===== src/rtl/keypad_scanner.sv =====
// 4x4 key matrix scanner: rotates a one-hot row drive, debounces whole-pass
// results and hands each accepted key to the consumer with a Valid/Ack handshake.
module keypad_scanner #(
    parameter int DIV      = 50000,
    parameter int DEBOUNCE = 4
) (
    input  logic       i_clk,
    input  logic       i_rst,
    output logic [0:3] o_row,
    input  logic [0:3] i_col,
    output logic [0:3] o_key,
    output logic       o_valid,
    input  logic       i_ack,
    output logic       o_overrun
);
    localparam int DW = (DIV > 1) ? $clog2(DIV) : 1;
    localparam int CW = $clog2(DEBOUNCE + 1);

    typedef enum logic [1:0] {S_SCAN, S_DEB, S_REL} state_t;

    logic [0:3]    r_col_s1, r_col_s2;
    logic [DW-1:0] r_div;
    logic [1:0]    r_ridx;
    logic [0:3]    r_row;
    logic [0:15]   r_rec;
    logic [0:3]    r_key;
    logic          r_valid, r_ovr;
    state_t        r_state, w_state_nxt;
    logic [CW-1:0] r_cnt, w_cnt_nxt, r_rel, w_rel_nxt;
    logic [3:0]    r_cand, w_cand_nxt;

    logic          w_tick, w_close, w_single, w_none, w_accept;
    logic [0:15]   w_pass;
    logic [4:0]    w_ones;
    logic [3:0]    w_code;

    assign w_tick  = (r_div == DW'(DIV - 1));
    assign w_close = w_tick && (r_ridx == 2'd3);

    // The row being closed is taken straight from the synchronizer so the
    // pass result is available in the same cycle as its closing tick.
    always_comb begin
        w_pass = r_rec;
        w_pass[r_ridx*4 +: 4] = r_col_s2;
        w_ones = '0;
        w_code = '0;
        for (int i = 0; i < 16; i++) begin
            if (w_pass[i]) begin
                w_ones = w_ones + 5'd1;
                w_code = 4'(i);
            end
        end
    end

    assign w_single = (w_ones == 5'd1);
    assign w_none   = (w_ones == 5'd0);

    always_comb begin
        w_state_nxt = r_state;
        w_cnt_nxt   = r_cnt;
        w_rel_nxt   = r_rel;
        w_cand_nxt  = r_cand;
        w_accept    = 1'b0;
        if (w_close) begin
            case (r_state)
                S_SCAN: begin
                    if (w_single) begin
                        w_cand_nxt = w_code;
                        if (DEBOUNCE == 1) begin
                            w_accept    = 1'b1;
                            w_state_nxt = S_REL;
                            w_cnt_nxt   = '0;
                            w_rel_nxt   = '0;
                        end else begin
                            w_cnt_nxt   = CW'(1);
                            w_state_nxt = S_DEB;
                        end
                    end
                end
                S_DEB: begin
                    if (w_single && (w_code == r_cand)) begin
                        if (r_cnt == CW'(DEBOUNCE - 1)) begin
                            w_accept    = 1'b1;
                            w_state_nxt = S_REL;
                            w_cnt_nxt   = '0;
                            w_rel_nxt   = '0;
                        end else begin
                            w_cnt_nxt = r_cnt + CW'(1);
                        end
                    end else begin
                        w_state_nxt = S_SCAN;
                        w_cnt_nxt   = '0;
                    end
                end
                S_REL: begin
                    if (!w_none) begin
                        w_rel_nxt = '0;
                    end else if (r_rel == CW'(DEBOUNCE - 1)) begin
                        w_state_nxt = S_SCAN;
                        w_rel_nxt   = '0;
                    end else begin
                        w_rel_nxt = r_rel + CW'(1);
                    end
                end
                default: begin
                    w_state_nxt = S_SCAN;
                    w_cnt_nxt   = '0;
                    w_rel_nxt   = '0;
                end
            endcase
        end
    end

    always_ff @(posedge i_clk) begin
        if (i_rst) begin
            r_state <= S_SCAN;
            r_cnt   <= '0;
            r_rel   <= '0;
            r_cand  <= '0;
        end else begin
            r_state <= w_state_nxt;
            r_cnt   <= w_cnt_nxt;
            r_rel   <= w_rel_nxt;
            r_cand  <= w_cand_nxt;
        end
    end

    always_ff @(posedge i_clk) begin
        if (i_rst) begin
            r_col_s1 <= '0;
            r_col_s2 <= '0;
            r_div    <= '0;
            r_ridx   <= '0;
            r_row    <= 4'b1000;
            r_rec    <= '0;
            r_key    <= '0;
            r_valid  <= 1'b0;
            r_ovr    <= 1'b0;
        end else begin
            r_col_s1 <= i_col;
            r_col_s2 <= r_col_s1;
            r_div    <= w_tick ? '0 : r_div + DW'(1);
            if (w_tick) begin
                r_rec[r_ridx*4 +: 4] <= r_col_s2;
                r_ridx <= r_ridx + 2'd1;
                r_row  <= {r_row[3], r_row[0:2]};
            end
            // Overrun can only be set while Valid is up, so a plain AND suffices.
            if (w_accept) begin
                r_key   <= w_code;
                r_valid <= 1'b1;
                r_ovr   <= r_valid & ~i_ack;
            end else if (i_ack && r_valid) begin
                r_valid <= 1'b0;
                r_ovr   <= 1'b0;
            end
        end
    end

    assign o_row     = r_row;
    assign o_key     = r_key;
    assign o_valid   = r_valid;
    assign o_overrun = r_ovr;
endmodule


===== config.mk =====
export PLATFORM = sky130hd
export DESIGN_NAME = keypad_scanner
export DESIGN_NICKNAME = d
export VERILOG_FILES = /design/src/rtl/keypad_scanner.sv
export SDC_FILE = /design/constraint.sdc
export NUM_CORES = 1
export LEC_CHECK = 0
export BUFFER_PORTS_ARGS = -buffer_cell sky130_fd_sc_hd__buf_2
export CAP_MARGIN = 20
export CORE_ASPECT_RATIO = 1.75
export CORE_MARGIN = 1.5
export CORE_UTILIZATION = 55
export CTS_CLUSTER_DIAMETER = 60
export CTS_CLUSTER_SIZE = 10
export DETAILED_ROUTE_END_ITERATION = 7
export PLACE_DENSITY_LB_ADDON = 0.1
export SETUP_SLACK_MARGIN = 0.4
export SLEW_MARGIN = 20
export SYNTH_ARGS = -nofsm -noshare
export SYNTH_HDL_FRONTEND = slang
export SYNTH_SLANG_ARGS = --single-unit

===== constraint.sdc =====
create_clock -name i_clk -period 11.2 [get_ports i_clk]
set_input_delay 0.56 -clock i_clk [delete_from_list [all_inputs] [get_ports i_clk]]
set_output_delay 0.56 -clock i_clk [all_outputs]
set_load 0.02 [all_outputs]

==> flow_metrics.tcl <==
set metrics [dict create \
    status "completed" \
    start_kind "register" \
    groute.usage.overall_pct 24.7 \
    final_min_period_over_clock_period_pct 91.2 \
    timing.critical_path.arrival_ns 10.39 \
    async_reset_ff_share_pct 0 \
    worst_ir_drop_vdd_mv 0.127 \
    synthesis.nets 629 \
    worstMarginPinSlew_ns 1.10 \
    vias 4322 \
    startpoint_of_the_worst_register_to_register_path "r_ridx[0]" \
    max_freq_mhz 97.9 \
    static-leakage-power_nw 2.19 \
    synth.cell_area_um2 5080 \
    setup-violations-final 0 \
    min_to "r_rel[2]" \
    portBuffers 16 \
    fin_setup_tns_ns 0 \
    post_synth_most_frequent_cells "dfxtp_1, nor2_1, nand2_1" \
    grt_setup_unrepaired "false" \
    drc 0 \
    cts_root_buffer "clkbuf_16" \
    grt_overflow 0 \
    synth_edf_count 0 \
    worst-r2r-cell-count 53 \
    cap_violations 0 \
    regToRegEndpoint "r_cand[0]" \
    total_switching_power_mw 0.150 \
    tritoncts.num_buffers 9 \
    antenna_violating_nets_post_route 0 \
    finalClockSkew_ns 0.00821 \
    post-route-cell-area_um2 5800 \
    final_max_slew_viol_count 0 \
    via_per_inst 5.81 \
    power.density_cell_area_nw_per_um2 109 \
    die_area_um2 9840 \
    drt-initial-drc-count 175 \
    post_route_cells_drive_above_1_share_pct 19.9 \
    die_w_um 75.6 \
    placement.cell_area_um2 5230 \
    rows 46 \
    share_of_the_yosys_chip_area_belonging_to_registers_pct 25.2 \
    cts-hold-fix-buffers 0 \
    clk_pin_slew_ns 0.06 \
    critical_path_fanouts_max 12 \
    critPathKind "reg2reg" \
    detail_route.wirelength_um 11500 \
    maxSlewHeadroom_pct 26.6 \
    cts_tree "done" \
    ys_ff_latch 64 \
    critPathMostFrequentCell "ha_1" \
    crit_slowest_cell "or4_4" \
    seq_power_share_pct 36.7 \
    synth_top_cell_area_share_pct 25.2 \
    ys.warnings.count 0 \
    endpoint_kind "register" \
    dpl.hpwl_um 8320 \
    sw_frac_of_total_pct 23.7 \
    post-synth-top-area-cell "dfxtp_1" \
    via_count_of_the_first_global_routing_pass 4208 \
    internal_mw 0.482 \
    io_pins 17 \
    hp-class "reg2reg" \
    syn_to_final_growth_pct 14.3 \
    initial_utilization_pct 56.2 \
    synth_top_cells_by_area "dfxtp_1, xnor2_1, ha_1" \
    clk_path_buf_depth 2 \
    share_comb_of_total_power_pct 11.3 \
    postSynth.topFlopCell "dfxtp_1" \
    worstSkewPairLatency_ns 0.33 \
    dieHeight_um 130 \
    number_of_antenna_violations_at_the_first_check_in_global_routing 0 \
    first_pass_iters 4 \
    finalHoldViolations 0 \
    synthesis.instances 601 \
    post_layout_nets 647 \
    post_synth_num_cell_types 92 \
    power.clock.fraction_pct 52.0 \
    hold_path_depth 2 \
    placeableCoreArea_um2 9040 \
    wire_length_of_the_first_global_routing_pass_um 19100 \
    report.power.total_mw 0.632 \
    hp-start "r_rel[2]" \
    avgSynthCellArea_um2 8.45 \
    timing.critical_path.slowest_cell_delay_ns 0.51 \
    routedWlPerCell_um 15.5 \
    cts_num_sinks 64 \
    worst-r2r-setup-slack_ns 0.99 \
    pin_count_of_the_biggest_net_entering_global_routing 54 \
    n_antenna_cell 0 \
    htree_num_levels 3 \
    worst-endpoint-required_ns 11.38 \
    final.fill_count 809 \
    timing.final.crit_period_ns 10.21 \
    gp_congestion 0.956 \
]
## layout by cell type (no fill, tap or decap), drive strengths merged, types with 4 or more instances in the layout
| cell | Yosys | layout |
|---|---|---|
| xnor2 | 40 | 40 |
| a31oi | 9 | 9 |
| and4bb | 4 | 4 |
| o22ai | 6 | 6 |
| and2 | 8 | 8 |
| or2 | 7 | 7 |
| dfxtp | 64 | 64 |
| nand2 | 50 | 50 |
| clkbuf | 19 | 9 |
| inv | 28 | 31 |
| nand2b | 7 | 7 |
| ha | 21 | 21 |
| nor2 | 66 | 66 |
| a211oi | 21 | 21 |
| o22a | 5 | 5 |
| o21ai | 22 | 22 |
| buf | 5 | 31 |
| nand4 | 4 | 4 |
| xor2 | 17 | 17 |
| nor3 | 14 | 14 |
| mux2i | 13 | 13 |
| xnor3 | 7 | 7 |
| o211ai | 4 | 4 |
| nand3 | 19 | 19 |
| nor2b | 30 | 30 |
| nor4 | 6 | 6 |
| nand4b | 4 | 4 |
| and3 | 6 | 6 |
| or3 | 4 | 4 |
| a21oi | 32 | 32 |
## power groups by stage
| stage | clock network [mW] | registers [mW] | logic, mW |
|---|---|---|---|
| floorplan | 0 | 0.236 | 0.0519 |
| global placement | 0 | 0.237 | 0.0612 |
| detailed placement | 0 | 0.237 | 0.0627 |
| CTS | 0.334 | 0.232 | 0.0643 |
| global route | 0.343 | 0.232 | 0.0792 |
| finish | 0.329 | 0.232 | 0.0717 |
## area by class of cell
cell class,count,area [um2],area share (%)
Sequential cell,64,1280,22.1
Clock buffer,9,225,3.88
Multi-Input combinational cell,485,3720,64.2
Tap cell,120,150,2.59
Timing Repair Buffer,31,193,3.32
Clock inverter,7,125,2.16
Inverter,28,105,1.81
## worst max-delay path by stage
stage                   start   endpoint  slack (ns)  depth (start not counted)
global placement    r_ridx[0]   o_key[0]        0.61                         53
detailed placement  r_ridx[0]   o_key[2]        0.12                         53
finish              r_ridx[0]  r_cand[0]        0.99                         53
CTS                 r_ridx[0]   r_cnt[1]        0.41                         53
floorplan           r_ridx[0]   r_cnt[1]        0.95                         54
global route        r_ridx[1]  r_cand[0]        0.27                         53
## sequential cells by signal (all words and copies together) (netlist names)
| name | count |
|---|---|
| r_div | 16 |
| r_rec | 16 |
| o_key | 4 |
| o_row | 4 |
| r_cand | 4 |
| r_col_s1 | 4 |
| r_col_s2 | 4 |
| r_cnt | 3 |
| r_rel | 3 |
| r_ridx | 2 |
| r_state | 2 |
| o_overrun | 1 |
| o_valid | 1 |
## through the flow
| stage | cells | hold slack, ns | util, % | setup WS [ns] |
|---|---|---|---|---|
| after floorplan | 601 | 0.409 | - | 0.950 |
| after global placement | 717 | 0.418 | 57.9 | 0.607 |
| after detailed placement | 717 | 0.425 | 57.9 | 0.120 |
| after CTS | 735 | 0.434 | 62.3 | 0.408 |
| after global routing | 744 | 0.440 | 64.2 | 0.272 |
| final | 744 | 0.432 | 64.2 | 0.990 |
## layer usage
| layer | up-vias | track usage [%] | wire, um |
|---|---|---|---|
| met3 | 16 | 3.40 | 220 |
| met5 | - | 0 | 0 |
| met4 | 0 | 9.45 | 178 |
| met2 | 67 | 45.7 | 6360 |
| li1 | 2186 | - | - |
| met1 | 2053 | 27.7 | 4780 |
## what timing repair did
item / in CTS / in global routing
endpoints found under the setup margin: 18 / 18
gates resized for setup: 6 / 27
setup buffers: 2 / 9
pin swaps: 1 / 7
## cells by family (layout without fill, tap and decap cells)
family                     Yosys count  in the layout  share of synthesized area, %
AOI/OAI and AO/OA                  132            132                          19.0
muxes                               16             16                          3.30
and+or+nand+nor                    249            249                          26.8
DFF                                 64             64                          25.2
xor gates and xnor gates            66             66                          16.1
adders and majority gates           22             22                          5.37
buffers and inverters               52             75                          4.21
## critical path, delay by kind of cell, from the launching register on
kind                       cells  cell delay, ns
xor gates and xnor gates       2            0.46
and+or+nand+nor               20            3.17
buffers and inverters          4            0.36
AOI/OAI and AO/OA             10            1.16
muxes                          3            0.62
adders and majority gates     14            3.98
DFF                            1            0.35
No activity file was read; power rests on OpenSTA's default activity.
